<file path="config.mk">
export PLATFORM = sky130hd
export DESIGN_NAME = serial_adder_ctrl
export DESIGN_NICKNAME = d
export VERILOG_FILES = /design/src/rtl/serial_adder_ctrl.sv
export SDC_FILE = /design/constraint.sdc
export NUM_CORES = 1
export LEC_CHECK = 0
export CAP_MARGIN = 10
export CORE_ASPECT_RATIO = 1.75
export CORE_MARGIN = 5
export CORE_UTILIZATION = 30
export CTS_CLUSTER_DIAMETER = 30
export DETAILED_ROUTE_END_ITERATION = 10
export PLACE_DENSITY = 0.62
export SYNTH_ARGS = -nofsm -noshare
export SYNTH_HDL_FRONTEND = slang
export SYNTH_SLANG_ARGS = --single-unit
</file>
<file path="constraint.sdc">
create_clock -name clk -period 4.1 [get_ports clk]
set_clock_uncertainty 0.1 [all_clocks]
set_input_delay 0.82 -clock clk [delete_from_list [all_inputs] [get_ports clk]]
set_output_delay 0.82 -clock clk [all_outputs]
set_load 0.01 [all_outputs]
</file>
<file path="src/rtl/serial_adder_ctrl.sv">
// Bit-serial adder: one full-adder bit per clock, LSB first,
// with valid/ready handshakes on the operand and result sides.
module serial_adder_ctrl #(
    parameter int WIDTH = 4
) (
    input  logic             clk,
    input  logic             rst_n,
    input  logic             in_valid,
    output logic             in_ready,
    input  logic [WIDTH-1:0] a,
    input  logic [WIDTH-1:0] b,
    input  logic             cin,
    output logic             out_valid,
    input  logic             out_ready,
    output logic [WIDTH-1:0] sum,
    output logic             cout,
    output logic             busy
);

    localparam int CW = (WIDTH > 1) ? $clog2(WIDTH) : 1;
    localparam logic [CW-1:0] LAST = CW'(WIDTH - 1);

    typedef enum logic [1:0] {
        IDLE,
        RUN,
        DONE
    } state_t;

    state_t state, state_d;

    logic [WIDTH-1:0] a_sh, b_sh, sum_sh;
    logic             carry;
    logic [CW-1:0]    cnt;
    logic             accept;
    logic             last;

    // Full adder built from two half adders
    logic ha1_s, ha1_c, ha2_c;
    logic fa_s, fa_c;

    assign ha1_s = a_sh[0] ^ b_sh[0];
    assign ha1_c = a_sh[0] & b_sh[0];
    assign fa_s  = ha1_s ^ carry;
    assign ha2_c = ha1_s & carry;
    assign fa_c  = ha1_c | ha2_c;

    always_comb begin
        state_d   = state;
        in_ready  = 1'b0;
        out_valid = 1'b0;
        busy      = 1'b0;
        unique case (state)
            IDLE: begin
                in_ready = 1'b1;
                if (in_valid) state_d = RUN;
            end
            RUN: begin
                busy = 1'b1;
                if (cnt == LAST) state_d = DONE;
            end
            DONE: begin
                out_valid = 1'b1;
                in_ready  = out_ready;
                if (out_ready) state_d = in_valid ? RUN : IDLE;
            end
            default: state_d = IDLE;
        endcase
    end

    assign accept = in_valid & in_ready;
    assign last   = (state == RUN) && (cnt == LAST);

    always_ff @(posedge clk or negedge rst_n) begin
        if (!rst_n) state <= IDLE;
        else        state <= state_d;
    end

    always_ff @(posedge clk or negedge rst_n) begin
        if (!rst_n) begin
            a_sh   <= '0;
            b_sh   <= '0;
            sum_sh <= '0;
            carry  <= 1'b0;
            cnt    <= '0;
            sum    <= '0;
            cout   <= 1'b0;
        end else if (accept) begin
            a_sh   <= a;
            b_sh   <= b;
            carry  <= cin;
            cnt    <= '0;
            sum_sh <= '0;
        end else if (state == RUN) begin
            a_sh   <= a_sh >> 1;
            b_sh   <= b_sh >> 1;
            carry  <= fa_c;
            sum_sh <= {fa_s, sum_sh[WIDTH-1:1]};
            // Counter parks on the last bit rather than wrapping
            if (!last) cnt <= cnt + 1'b1;
            if (last) begin
                sum  <= {fa_s, sum_sh[WIDTH-1:1]};
                cout <= fa_c;
            end
        end
    end

endmodule

</file>
Word level (Yosys, flattened, before mapping)
Cells that the tools add are included.

word-level totals
  RAM bits = 0
  latch bits = 0
  memories = 0
  ROM bits = 0
  input bits = 13
  word-level logic and storage cells = 48
  output and inout bits = 8
  flip-flop bits (word level) = 22

cells by class
  equality and inequality tests = 7
  divide/modulo/power cells = 0
  order comparisons = 0
  $mul = 0
  mux-type cells = 19
  $add $sub $neg = 1
  reduce and logical (&&, ||, !) cells = 6
  bitwise gates (word level) = 7
  shift-type cells = 0

operator list
  cell                                                              count
  4-bit two-way mux                                                 6
  2-bit two-way mux                                                 6
  2-bit != test (second input constant)                             3
  2-bit one-hot mux with 3 select lines                             1
  3-bit AND reduction                                               2
  1-bit two-way mux                                                 5
  2-bit == test (second input constant)                             2
  1-bit bitwise AND                                                 3
  2-bit by 1-bit adder with 2-bit output (second input constant)    1
  2-bit by 1-bit == test with 1-bit output (second input constant)  1
  2-bit logical NOT                                                 1
  2-bit by 1-bit != test with 1-bit output (second input constant)  1
  1-bit one-hot mux with 2 select lines                             1
  2-bit AND reduction                                               1
  2-bit nonzero test                                                1
  1-bit bitwise XOR                                                 2
  1-bit logical AND                                                 1
  1-bit inverter                                                    1
  1-bit bitwise OR                                                  1

Depth between registers and ports, before layout
Gate-level depths: netlist (run 1).

  depth in word-level cells = 5
  depth in mapped cells = 5
  mapped depth without buffers = 4

Worst setup path after synthesis (run 1)
No wires, ideal clock.

  path kind = input to output
  start point = in out_ready
  end point = out in_ready
  required time = 3.180 ns
  arrival = 1.396 ns
  stages = 3
  path slack = 1.784 ns
  path through = nand2b_1 -> clkbuf_1 -> and2b_1

on the way
  cells in the longest elaborated chain, start to end = 1

ends and longest elaborated chain
  item                                   RTL line  RTL
  start: declaration                     14        input logic out_ready,
  1-bit one-hot mux with 2 select lines  52        unique case (state)
  end: declaration                       9         output logic in_ready,

No other way between the ends.

Worst setup path after layout (run 1)
Same ends and word-level chain as after synthesis.

==> results of run 1 <==
## through the flow
| step | setup slack (ns) | hold slack [ns] |
|---|---|---|
| final | 0.840 | 0.378 |
| after global routing | 0.711 | 0.433 |
| after CTS | 0.827 | 0.390 |
| after detailed placement | 0.833 | 0.373 |
| after global placement | 0.844 | 0.360 |
| after floorplan | 1.78 | 0.381 |
## placed cells by master (no fill, tap or decap), drive strengths merged, types with 2 or more instances in the layout
cell type / netlist / final
inv: 4 / 4
clkdlybuf4s50: 0 / 20
a21oi: 3 / 3
nor2: 2 / 2
mux2i: 6 / 6
dfrtp: 21 / 21
nand2b: 2 / 2
nand2: 10 / 10
nor2b: 2 / 2
o21ai: 12 / 12
clkbuf: 1 / 3
mux2: 3 / 3
nand3: 9 / 9
## layer usage
layer | track usage, % | routed length, um | up-vias
li1 | - | - | 342
met1 | 12.1 | 754 | 333
met2 | 16.5 | 1070 | 10
met3 | 1.57 | 73 | 2
met4 | 4.88 | 18 | 0
met5 | 0 | 0 | -
## where the power goes
part / total (mW) / internal, mW / switching [mW]
Sequential: 0.350 / 0.297 / 0.0536
Combinational: 0.412 / 0.206 / 0.206
Clock: 0.134 / 0.0676 / 0.0663
## sequential cells by signal (all words and copies together) (netlist names)
name,cells
a_sh,4
b_sh,4
sum,4
sum_sh,3
cnt,2
state,2
carry,1
cout,1
## kinds of logic after synthesis
kind of cell	count (synthesis)
AOI/OAI and AO/OA	17
xor gates and xnor gates	1
adders and majority gates	2
buffers and inverters	8
DFF	21
muxes	9
and+or+nand+nor	30
## worst max path at each step
stage	from	to
after floorplan	out_ready	in_ready
after global placement	out_ready	in_ready
after detailed placement	out_ready	in_ready
after CTS	out_ready	in_ready
after global routing	out_ready	in_ready
final	out_ready	in_ready
## worst min-delay path: cells and delay by family (launching register included)
kind	cells	cell delay, ns
DFF	1	0.35
and+or+nand+nor	1	0.04
AOI/OAI and AO/OA	1	0.05
## final cells by class
cell class,count,area share (%)
inverter,4,1.20
clock buffer,3,3.30
timing repair buffer,20,16.0
sequential,21,42.0
tap,43,4.30
clock inverter,1,0.400
multi-input combinational,59,32.7
==> metrics.cfg, run 1 <==
[run_status]
status = completed

[power]
total_power_mw = 0.897
powerDensity_nw_per_um2 = 717
power_leakage_nw = 0.540
peakVddDrop_v = 0.000271

[clocking]
clkTransAtPathRegs_ns = 0.08
cts.path.max_buffers = 2
insertion_delay_ns = 0.26
cts-resized-gates = 0
clock-root-buffer = clkbuf_8
h-tree-depth = 1
tritoncts = built
cts_buffers = 3
cts.sink_count = 21
cts_hold_buf = 0
postCtsSetupBuffers = 0

[layout]
num_antenna_cells = 0
final-seq-area_um2 = 526
drive_gt1_share_pct = 15.7
final_util_pct = 39.8
area_growth_pct = 27.1
multi_input_area_um2 = 409
fillerInstances = 308
final_nets = 124
fin_area_um2 = 1250
fin_cells = 151

[global_route]
grt_pass1_wl_um = 3460
grt_antenna_before_repair = 0
overflow = 0
grt_pass1_vias = 760
grt_max_degree = 22
grt_usage_pct = 9.98

[floorplanning]
pin_count = 21
die_x_um = 53.3
fp-row-count = 27
die_h_um = 85.7
start_util_pct = 31.3
core_um2 = 3140
dieArea_um2 = 4570

[setup_path]
crit_type = input port to output pin
r2r_end = carry
crit_buf_inv = 2
cp.arrival_ns = 2.34
critPathSlowestCell = clkdlybuf4s50_1
reg2reg_depth = 3
crit_top_cell = clkdlybuf4s50_1
critPathMaxFanout = 12
cp-start-kind = input port
rrSetupSlack_ns = 2.35
critPathMaxStageDelay_ns = 0.53
r2r_start = state[0]
cp-end-kind = output pin
cp.required_ns = 3.18
cp_top_family = buffers and inverters
path_cells = clkdlybuf4s50_1, nand2b_1, and2b_1, clkdlybuf4s50_1
crit_cells = 4

[placed_design]
place.gp.congestion = 0.709
numPortBuffers = 20
placed_cell_area_um2 = 1200
dpl.hpwl_um = 1490
dp.cells = 147

[min_path]
min_from = cout
hold_end = cout
hold_class = register to register
whs_path_depth = 2

[timing]
finalCritPeriodShare_pct = 79.5
fin_crit_ns = 3.26
drv_slew = 0
final.setup.tns_ns = 0
rsz0062_at_grt = false
hold_violations = 0
worst_pin_slew_ns = 0.932
setup_viol = 0
max_freq_mhz = 307
relSlewSlack_pct = 37.7

[logic_synthesis]
synthFlopType = dfrtp_1
synth-simple-area-share_pct = 16.3
synth_edf_count = 0
synth_fa_ha_area_share_pct = 3.31
yosys.area.top_type_share_pct = 53.4
ys_seq_elements = 21
synthTopCellsByCount = dfrtp_1 (21), nand2_1 (10), nand3_1 (9)
syn_area_um2 = 983
synthTopCellsByArea = dfrtp_1 (53%), mux2i_1 (6.1%), o21ai_2 (5.3%)
synthCells = 88
syn_nets = 103
async_flop_share_pct = 100
muxShareOfSynthArea_pct = 9.54
synth-compound-area-share_pct = 11.6
yosys.cell_types.count = 27
syn_area_per_cell_um2 = 11.2
yosysMostFrequentCell = dfrtp_1
synth_xor_area_share_pct = 0.891
ys_warn_count = 0
synth_top_family_by_area = simple AND/OR/NAND/NOR gates
synth_top_area_cell = dfrtp_1
synth-seq-area-share_pct = 53.4

[routing]
firstDrtPassIters = 4
antenna_left = 0
num_vias = 687
drc_errors = 0
drt_iter0_markers = 12
routedWlPerCell_um = 12.7
finalWirelength_um = 1910
vias_per_cell = 4.55

[run]
cap_viol_max_count = 0

No activity file was read; power rests on OpenSTA's default activity.
==> run 2, diff against run 1 <==
- clock period: 4.1 -> 3 ns (I/O delays scaled with it)
==> metrics.cfg, run 2 (synthesized netlist as in run 1, its figures left out) <==
[timing]
worst_pin_slew_ns = 0.305
drv_slew = 0
rsz0062_at_grt = false
final.setup.tns_ns = 0
hold_violations = 0
setup_viol = 0
max_freq_mhz = 395
relSlewSlack_pct = 79.6
fin_ws_ns = 0.468
fin_crit_ns = 2.53
finalCritPeriodShare_pct = 84.4

[global_route]
overflow = 0
grt_pass1_wl_um = 3510
grt_pass1_vias = 810
grt_usage_pct = 10.2
grt_antenna_before_repair = 0
grt_max_degree = 22

[setup_path]
critPathSlowestCell = clkdlybuf4s50_1
cp.arrival_ns = 1.83
cp.required_ns = 2.30
critPathMaxStageDelay_ns = 0.53
crit_top_cell = clkdlybuf4s50_1
critPathMaxFanout = 2
path_cells = clkdlybuf4s50_1, nand2b_1, and2b_1, clkdlybuf4s50_1
cp-end-kind = output pin
crit_buf_inv = 2
crit_type = input port to output pin
cp_top_family = buffers and inverters
cp-start-kind = input port

[run_status]
status = completed

[placed_design]
place.gp.congestion = 0.714
place_ws_ns = 0.462
placed_cell_area_um2 = 1230
dpl.hpwl_um = 1480
numPortBuffers = 20

[clocking]
cts.sink_count = 21
cts_buffers = 3
insertion_delay_ns = 0.25
clock-root-buffer = clkbuf_8
h-tree-depth = 1
postCtsSetupBuffers = 0
cts_hold_buf = 0
cts-resized-gates = 0
tritoncts = built
clkTransAtPathRegs_ns = 0.07
cts.path.max_buffers = 2

[power]
peakVddDrop_v = 0.000350
total_power_mw = 1.23
power_leakage_nw = 0.551
powerDensity_nw_per_um2 = 965

[routing]
num_vias = 709
vias_per_cell = 4.60
drc_errors = 0
antenna_left = 0
firstDrtPassIters = 4
routedWlPerCell_um = 12.7
finalWirelength_um = 1960
drt_iter0_markers = 3

[layout]
area_growth_pct = 29.3
final_util_pct = 40.5
final_common_cell = dfrtp_1
fillerInstances = 323
layout_common_cells = dfrtp_1 (21), clkdlybuf4s50_1 (20), nand2_1 (10)
num_antenna_cells = 0
fin_area_um2 = 1270
drive_gt1_share_pct = 17.1
largestRegisters = a_sh (4), b_sh (4), sum (4)
final_nets = 127

[floorplanning]
dieArea_um2 = 4570
fp-row-count = 27
die_x_um = 53.3
start_util_pct = 31.3
core_um2 = 3140
die_h_um = 85.7
pin_count = 21

[min_path]
hold_class = register to register

[run]
cap_viol_max_count = 0

run 2: where the power goes:
part	total (mW)	internal (mW)	switching (mW)
clock network	0.178	0.0943	0.0833
registers	0.480	0.406	0.0740
logic	0.570	0.286	0.283
total	1.23	0.786	0.441
run 2: worst paths after layout:
path / slack (ns) / cells past startpoint / endpoint / start
max: 0.47 / 4 / in_ready / out_ready
min: 0.38 / 2 / cout / cout
max reg2reg: 1.50 / 3 / sum[1] / cnt[0]
min reg2reg: 0.38 / 2 / cout / cout
max in group asynchronous: 1.99 / 2 / sum_sh[2] / rst_n
min in group asynchronous: 0.60 / 2 / sum[0] / rst_n
run 2: final cells by class:
| cell class | instances | area, um^2 | share of cell area, % |
|---|---|---|---|
| multi-input cells | 59 | 409 | 32.2 |
| repair buffers | 23 | 223 | 17.5 |
| well taps | 43 | 53.8 | 4.23 |
| flip-flops and latches | 21 | 526 | 41.3 |
| clock buffers | 4 | 45.0 | 3.54 |
| inverters | 4 | 15.0 | 1.18 |
run 2: worst min-delay path: stages (launching register included):
cell and delay [ns]:
dfrtp_1 0.34, nand2_1 0.04, o21ai_0 0.06
run 2: metal layers:
metal / GRT usage (%) / vias to the layer above / share of wire [%]
li1: - / 348 / -
met1: 11.3 / 349 / 40
met2: 17.5 / 10 / 56
met3: 1.57 / 2 / 3.4
met4: 5.81 / 0 / 0.97
met5: 0 / - / 0
run 2: per-stage QoR:
step           std cells  hold slack, ns
6_report             154           0.378
5_1_grt              154           0.431
4_1_cts              154           0.387
3_5_place_dp         150           0.370
3_3_place_gp         150           0.361
2_1_floorplan         88           0.204
